`src/rtl/ec_gen.sv`:
```
// Count-enable generator for the gated-clock counter: debounced single-step or
// prescaled free-run pulses on the active-low EC, retimed on the falling edge.
module ec_gen #(
    parameter int unsigned DEBOUNCE_CYCLES = 4,
    parameter int unsigned PRESCALE        = 10
) (
    input  logic       clk,
    input  logic       r,
    input  logic       key,
    input  logic       run,
    output logic       EC,
    output logic       key_db,
    output logic [1:0] mode
);

    localparam int unsigned DW = (DEBOUNCE_CYCLES > 1) ? $clog2(DEBOUNCE_CYCLES) : 1;
    localparam int unsigned PW = $clog2(PRESCALE);

    typedef enum logic [1:0] {
        StStep  = 2'b00,
        StRun   = 2'b01,
        StPause = 2'b10
    } state_e;

    logic          key_s1_q, key_s2_q;
    logic          run_s1_q, run_s2_q;
    logic [DW-1:0] dbc_q, dbc_d;
    logic          db_q, db_d;
    logic          db_dly_q;
    logic [PW-1:0] presc_q, presc_d;
    state_e        state_q, state_d;
    logic          press;
    logic          request;
    logic          ec_q;

    assign press  = db_q & ~db_dly_q;
    assign key_db = db_q;
    assign mode   = state_q;
    assign EC     = ec_q;

    // The counter only needs DEBOUNCE_CYCLES-1 as its top value: the final
    // stable sample flips key_db directly instead of being stored.
    always_comb begin
        dbc_d = '0;
        db_d  = db_q;
        if (key_s2_q != db_q) begin
            if (dbc_q == DW'(DEBOUNCE_CYCLES - 1)) begin
                db_d = key_s2_q;
            end else begin
                dbc_d = dbc_q + 1'b1;
            end
        end
    end

    always_comb begin
        state_d = state_q;
        presc_d = presc_q;
        request = 1'b0;
        unique case (state_q)
            StStep: begin
                presc_d = '0;
                if (run_s2_q) begin
                    state_d = StRun;
                end else if (press) begin
                    request = 1'b1;
                end
            end
            StRun: begin
                if (!run_s2_q) begin
                    state_d = StStep;
                    presc_d = '0;
                end else if (press) begin
                    // Freeze at the current count so resume continues from here.
                    state_d = StPause;
                end else begin
                    request = (presc_q == PW'(PRESCALE - 1));
                    presc_d = request ? '0 : presc_q + 1'b1;
                end
            end
            StPause: begin
                if (!run_s2_q) begin
                    state_d = StStep;
                    presc_d = '0;
                end else if (press) begin
                    state_d = StRun;
                end
            end
            default: begin
                state_d = StStep;
                presc_d = '0;
            end
        endcase
        if (r) begin
            request = 1'b0;
        end
    end

    always_ff @(posedge clk) begin
        if (r) begin
            key_s1_q <= 1'b0;
            key_s2_q <= 1'b0;
            run_s1_q <= 1'b0;
            run_s2_q <= 1'b0;
            dbc_q    <= '0;
            db_q     <= 1'b0;
            db_dly_q <= 1'b0;
            presc_q  <= '0;
            state_q  <= StStep;
        end else begin
            key_s1_q <= key;
            key_s2_q <= key_s1_q;
            run_s1_q <= run;
            run_s2_q <= run_s1_q;
            dbc_q    <= dbc_d;
            db_q     <= db_d;
            db_dly_q <= db_q;
            presc_q  <= presc_d;
            state_q  <= state_d;
        end
    end

    // Falling-edge retiming keeps EC stable across the whole clk-high phase.
    always_ff @(negedge clk) begin
        if (r) begin
            ec_q <= 1'b1;
        end else begin
            ec_q <= ~request;
        end
    end

endmodule

```
`config.mk`:
```
export PLATFORM = sky130hd
export DESIGN_NAME = ec_gen
export DESIGN_NICKNAME = d
export VERILOG_FILES = /design/src/rtl/ec_gen.sv
export SDC_FILE = /design/constraint.sdc
export NUM_CORES = 1
export LEC_CHECK = 0
export CAP_MARGIN = 20
export CORE_MARGIN = 2
export CORE_UTILIZATION = 40
export CTS_CLUSTER_DIAMETER = 30
export DETAILED_ROUTE_END_ITERATION = 8
export GPL_ROUTABILITY_DRIVEN = 0
export GPL_TIMING_DRIVEN = 0
export PLACE_DENSITY = 0.64
export SYNTH_ARGS = -nofsm -noshare
export SYNTH_HDL_FRONTEND = slang
export SYNTH_SLANG_ARGS = --single-unit
```
`constraint.sdc`:
```
create_clock -name clk -period 1.58 [get_ports clk]
set_clock_uncertainty 0.15 [all_clocks]
set_input_delay 0.316 -clock clk [delete_from_list [all_inputs] [get_ports clk]]
set_output_delay 0.316 -clock clk [all_outputs]
set_load 0.02 [all_outputs]
```
==> reports/qor.csv <==
stage;metric;value;unit
outcome;status;complete, but fails checks;
outcome;violations in the final reports;negative setup slack;
final_layout;share of layout cells above drive strength 1;28.21;%
global_routing;global-route wire length before repair;1.952;mm
floorplanning;height of the die;44.87;µm
floorplanning;total die area;2013;µm²
floorplanning;Core Rows;14;
setup_path;flop2flop setup slack;-0.48;ns
setup_path;slowest cell on the critical path;sky130_fd_sc_hd__dfxtp_2;
sta;count of pins over their slew limit;0;
sta;actual transition at the worst max-transition pin;0.2995;ns
synthesis;Yosys warnings;0;
setup_path;critical path peak fanout;2;
setup_path;element type at the critical path end;flop;
synthesis;fraction of synthesized cell area taken by the top area cell type;44.94;%
floorplanning;effective utilization at floorplan;43.34;%
floorplanning;Die X;44.87;µm
synthesis;library cell occupying the most area in the post-synthesis netlist;sky130_fd_sc_hd__dfxtp_1;
sta;fin worst setup slack;-0.4753;ns
final_layout;Layout Area Growth over Synthesis;25.66;%
pwr;power density cells;839.4;nW/µm²
clock_network;Root Buffer Master;sky130_fd_sc_hd__clkbuf_4;
sta;Setup Viol. Count Final;2;
route;routed length per instance;12.00;µm
sta;Hold Vio Cnt, Final;0;
clock_network;total CTS buffers;3;
hold_path;Min-Delay Endpoint;dbc_q[0];
synthesis;largest cells by area after synthesis;sky130_fd_sc_hd__dfxtp_1 (45%), sky130_fd_sc_hd__ha_1 (5.6%), sky130_fd_sc_hd__nor2_1 (5.1%), sky130_fd_sc_hd__nor2b_1 (4.7%), sky130_fd_sc_hd__and2b_1 (3.4%);
final_layout;Post-Layout Inst Area;839.6;µm²
clock_network;clock sink count;15;
global_routing;met2 track utilization from global routing;22.03;%
global_routing;busiest grt layer;met2;
pwr;static leakage;0.3612;nW
global_routing;initial antenna violation count;0;
global_routing;met1 GRT Util;16.30;%
final_layout;post-layout net count;86;
pwr;Peak supply drop;604.6;µV
route;DRT antenna net count;0;
clock_network;clock transition time at the flip-flop clock pins of the worst setup and hold paths;0.09;ns
clock_network;TritonCTS clock tree;done;
setup_path;buffers plus inverters on the worst setup path;1;
hold_path;startpoint of the worst hold path;dbc_q[0];
final_layout;commonest cells after routing, fill and taps aside;sky130_fd_sc_hd__nor2_1 (9), sky130_fd_sc_hd__dfxtp_1 (9), sky130_fd_sc_hd__nor2b_1 (5);
hold_path;number of stages on the worst hold path;1;
global_routing;maximum number of pins on one net before global-route repair;10;
setup_path;CP cell instances;inv_2 > ha_4 > nand4_1 > nor3_2 > a21oi_1 > or3_1;
setup_path;type of origin of the critical path;flop;
floorplanning;total I/O pin count;8;
sta;RSZ-0062 raised after global routing;yes;
floorplanning;Core Area;1541;µm²
final_layout;fin cells;94;
sta;final-layout worst hold slack;0.2809;ns
setup_path;CP max stage delay;0.33;ns
synthesis;flip-flop and latch count after synthesis;15;
global_routing;global route total overflow;0;
synthesis;cell area after technology mapping;668.1;µm²
place;worst slack, placed;-0.7373;ns
synthesis;mean instance size in the synthesized netlist;10.28;µm²
global_routing;met3 routing resource usage after global routing;2.400;%
clock_network;CTS Buffer Depth;2;
hold_path;class of the tightest hold or removal check;reg -> reg;
run;number of maximum-capacitance constraint violations;0;
place;post-placement cell area;773.2;µm²
sta;remaining max-slew budget at the tightest pin;79.88;%
route;mean number of vias per cell;5.053;
setup_path;top cell family by delay on the critical path;simple AND/OR/NAND/NOR gates;
route;Via Count;475;
setup_path;startpoint of the worst-slack reg-to-reg timing path;presc_q[1];
synthesis;Distinct cells, synth;29;
setup_path;CP arrival;1.33;ns
route;DRC errors left;0;
synthesis;post-synthesis sequential area ratio;44.94;%
setup_path;startpoint-to-endpoint class of the critical path;reg -> reg;
global_routing;GRT Resource Usage Total;13.53;%
synthesis;net count of the mapped netlist;72;
route;DR iter-0 viols;4;
place;DPL Wire Length;767.1;µm
setup_path;WP data required;0.85;ns
clock_network;clock insertion delay at the later pin of the skew report;0.28;ns
clock_network;H-Tree Level Count;1;
setup_path;number of cells on the worst reg-to-reg path;6;
place;placed cell count;88;
route;aggregate routed wire length;1.128;mm
route;number of detailed-routing iterations run before antenna repair;2;
setup_path;capture point of the worst reg-to-reg path;EC;
sta;setup total negative slack;-0.9313;ns
synthesis;cells after synthesis;65;
global_routing;vias in the first global route;464;
place;count of input and output buffers;7;
final_layout;number of antenna repair diodes;0;
cell type report:
class	instances	area (µm²)
clock buffer	3	22.52
clock inverter	2	21.27
fill	146	701.9
inverter	3	11.26
multi-input combinational	45	359.1
sequential	15	315.3
tap	16	20.02
timing repair buffer	10	90.09
cell usage after synthesis:
| library cell | n |
|---|---|
| sky130_fd_sc_hd__nor2b_2 | 1 |
| sky130_fd_sc_hd__a22o_1 | 1 |
| sky130_fd_sc_hd__and3b_1 | 1 |
| sky130_fd_sc_hd__nor4_4 | 1 |
| sky130_fd_sc_hd__mux2i_1 | 2 |
| sky130_fd_sc_hd__nor2b_1 | 5 |
| sky130_fd_sc_hd__a21o_1 | 1 |
| sky130_fd_sc_hd__a21oi_1 | 1 |
| sky130_fd_sc_hd__a21boi_1 | 1 |
| sky130_fd_sc_hd__buf_6 | 1 |
| sky130_fd_sc_hd__nand2_1 | 1 |
| sky130_fd_sc_hd__nor2b_4 | 1 |
| sky130_fd_sc_hd__nor4_1 | 1 |
| sky130_fd_sc_hd__nor3_1 | 1 |
| sky130_fd_sc_hd__inv_1 | 4 |
| sky130_fd_sc_hd__nand4_1 | 1 |
| sky130_fd_sc_hd__or3_1 | 3 |
| sky130_fd_sc_hd__a21oi_4 | 1 |
| sky130_fd_sc_hd__and2b_1 | 3 |
| sky130_fd_sc_hd__xnor2_1 | 1 |
| sky130_fd_sc_hd__a22oi_1 | 1 |
| sky130_fd_sc_hd__and3_1 | 1 |
| sky130_fd_sc_hd__nand2b_4 | 1 |
| sky130_fd_sc_hd__a221o_1 | 1 |
| sky130_fd_sc_hd__dfxtp_1 | 15 |
| sky130_fd_sc_hd__a211oi_1 | 1 |
| sky130_fd_sc_hd__nor2_1 | 9 |
| sky130_fd_sc_hd__nand3_1 | 1 |
| sky130_fd_sc_hd__ha_1 | 3 |
power by group:
group / switching, mW / internal (mW) / leakage, nW
sequential: 0.00401 / 0.379 / 0.125
clock: 0.121 / 0.177 / 0.0319
combinational: 0.00976 / 0.0138 / 0.204
routing by layer:
metal | vias to the layer above | part of all wire (%)
li1 | 248 | -
met1 | 218 | 50
met2 | 7 | 46
met3 | 2 | 3.3
met4 | 0 | 0.89
met5 | - | 0
worst register-to-register path: cells and delay by family, from the launching register on:
kind	cells	cell delay (ns)
compound gates	1	0.05
flops	1	0.33
simple gates	3	0.49
buf+inv	1	0.06
fa+ha+maj	1	0.12
kinds of logic (layout without fill, tap and decap cells):
kind of cell	Yosys count	after routing	share of synthesized area, %
buffers and inverters	5	18	3.932
AO/OA/AOI/OAI	8	8	10.49
flip-flops	15	15	44.94
XOR/XNOR	1	1	1.311
multiplexers	2	2	2.996
AND/OR/NAND/NOR	31	31	30.71
adder cells (fa/ha/maj)	3	3	5.619
registers in the layout (all words and copies together) (netlist names):
name      cells
dbc_q         2
key_db        1
key_s1_q      1
db_dly_q      1
run_s2_q      1
run_s1_q      1
mode          2
presc_q       4
key_s2_q      1
EC            1
per-stage QoR:
stage / total power, mW / util [%]
2_1_floorplan: 0.4135 / -
3_3_place_gp: 0.4261 / 50.16
3_5_place_dp: 0.4265 / 50.16
4_1_cts: 0.7191 / 54.38
5_1_grt: 0.7380 / 54.46
6_report: 0.7047 / 54.46
worst max-delay path by stage:
stage,startpoint,endpoint,slack (ns),depth (start not counted)
global placement,r,EC,-0.74,2
CTS,presc_q[1],EC,-0.47,6
global route,presc_q[1],EC,-0.55,6
finish,presc_q[1],EC,-0.48,6
floorplan,presc_q[1],EC,-0.54,6
detailed placement,r,EC,-0.74,2
timing repair:
action / CTS / global route
endpoints found under the setup margin: 7 / 3
hold buffers: 0 / 0
buffers inserted: 3 / 0
pin swaps: 1 / 0
gates resized for setup: 16 / 1
endpoints found under the hold margin: 0 / 0
Note: power is estimated with default switching activity, not from simulation.
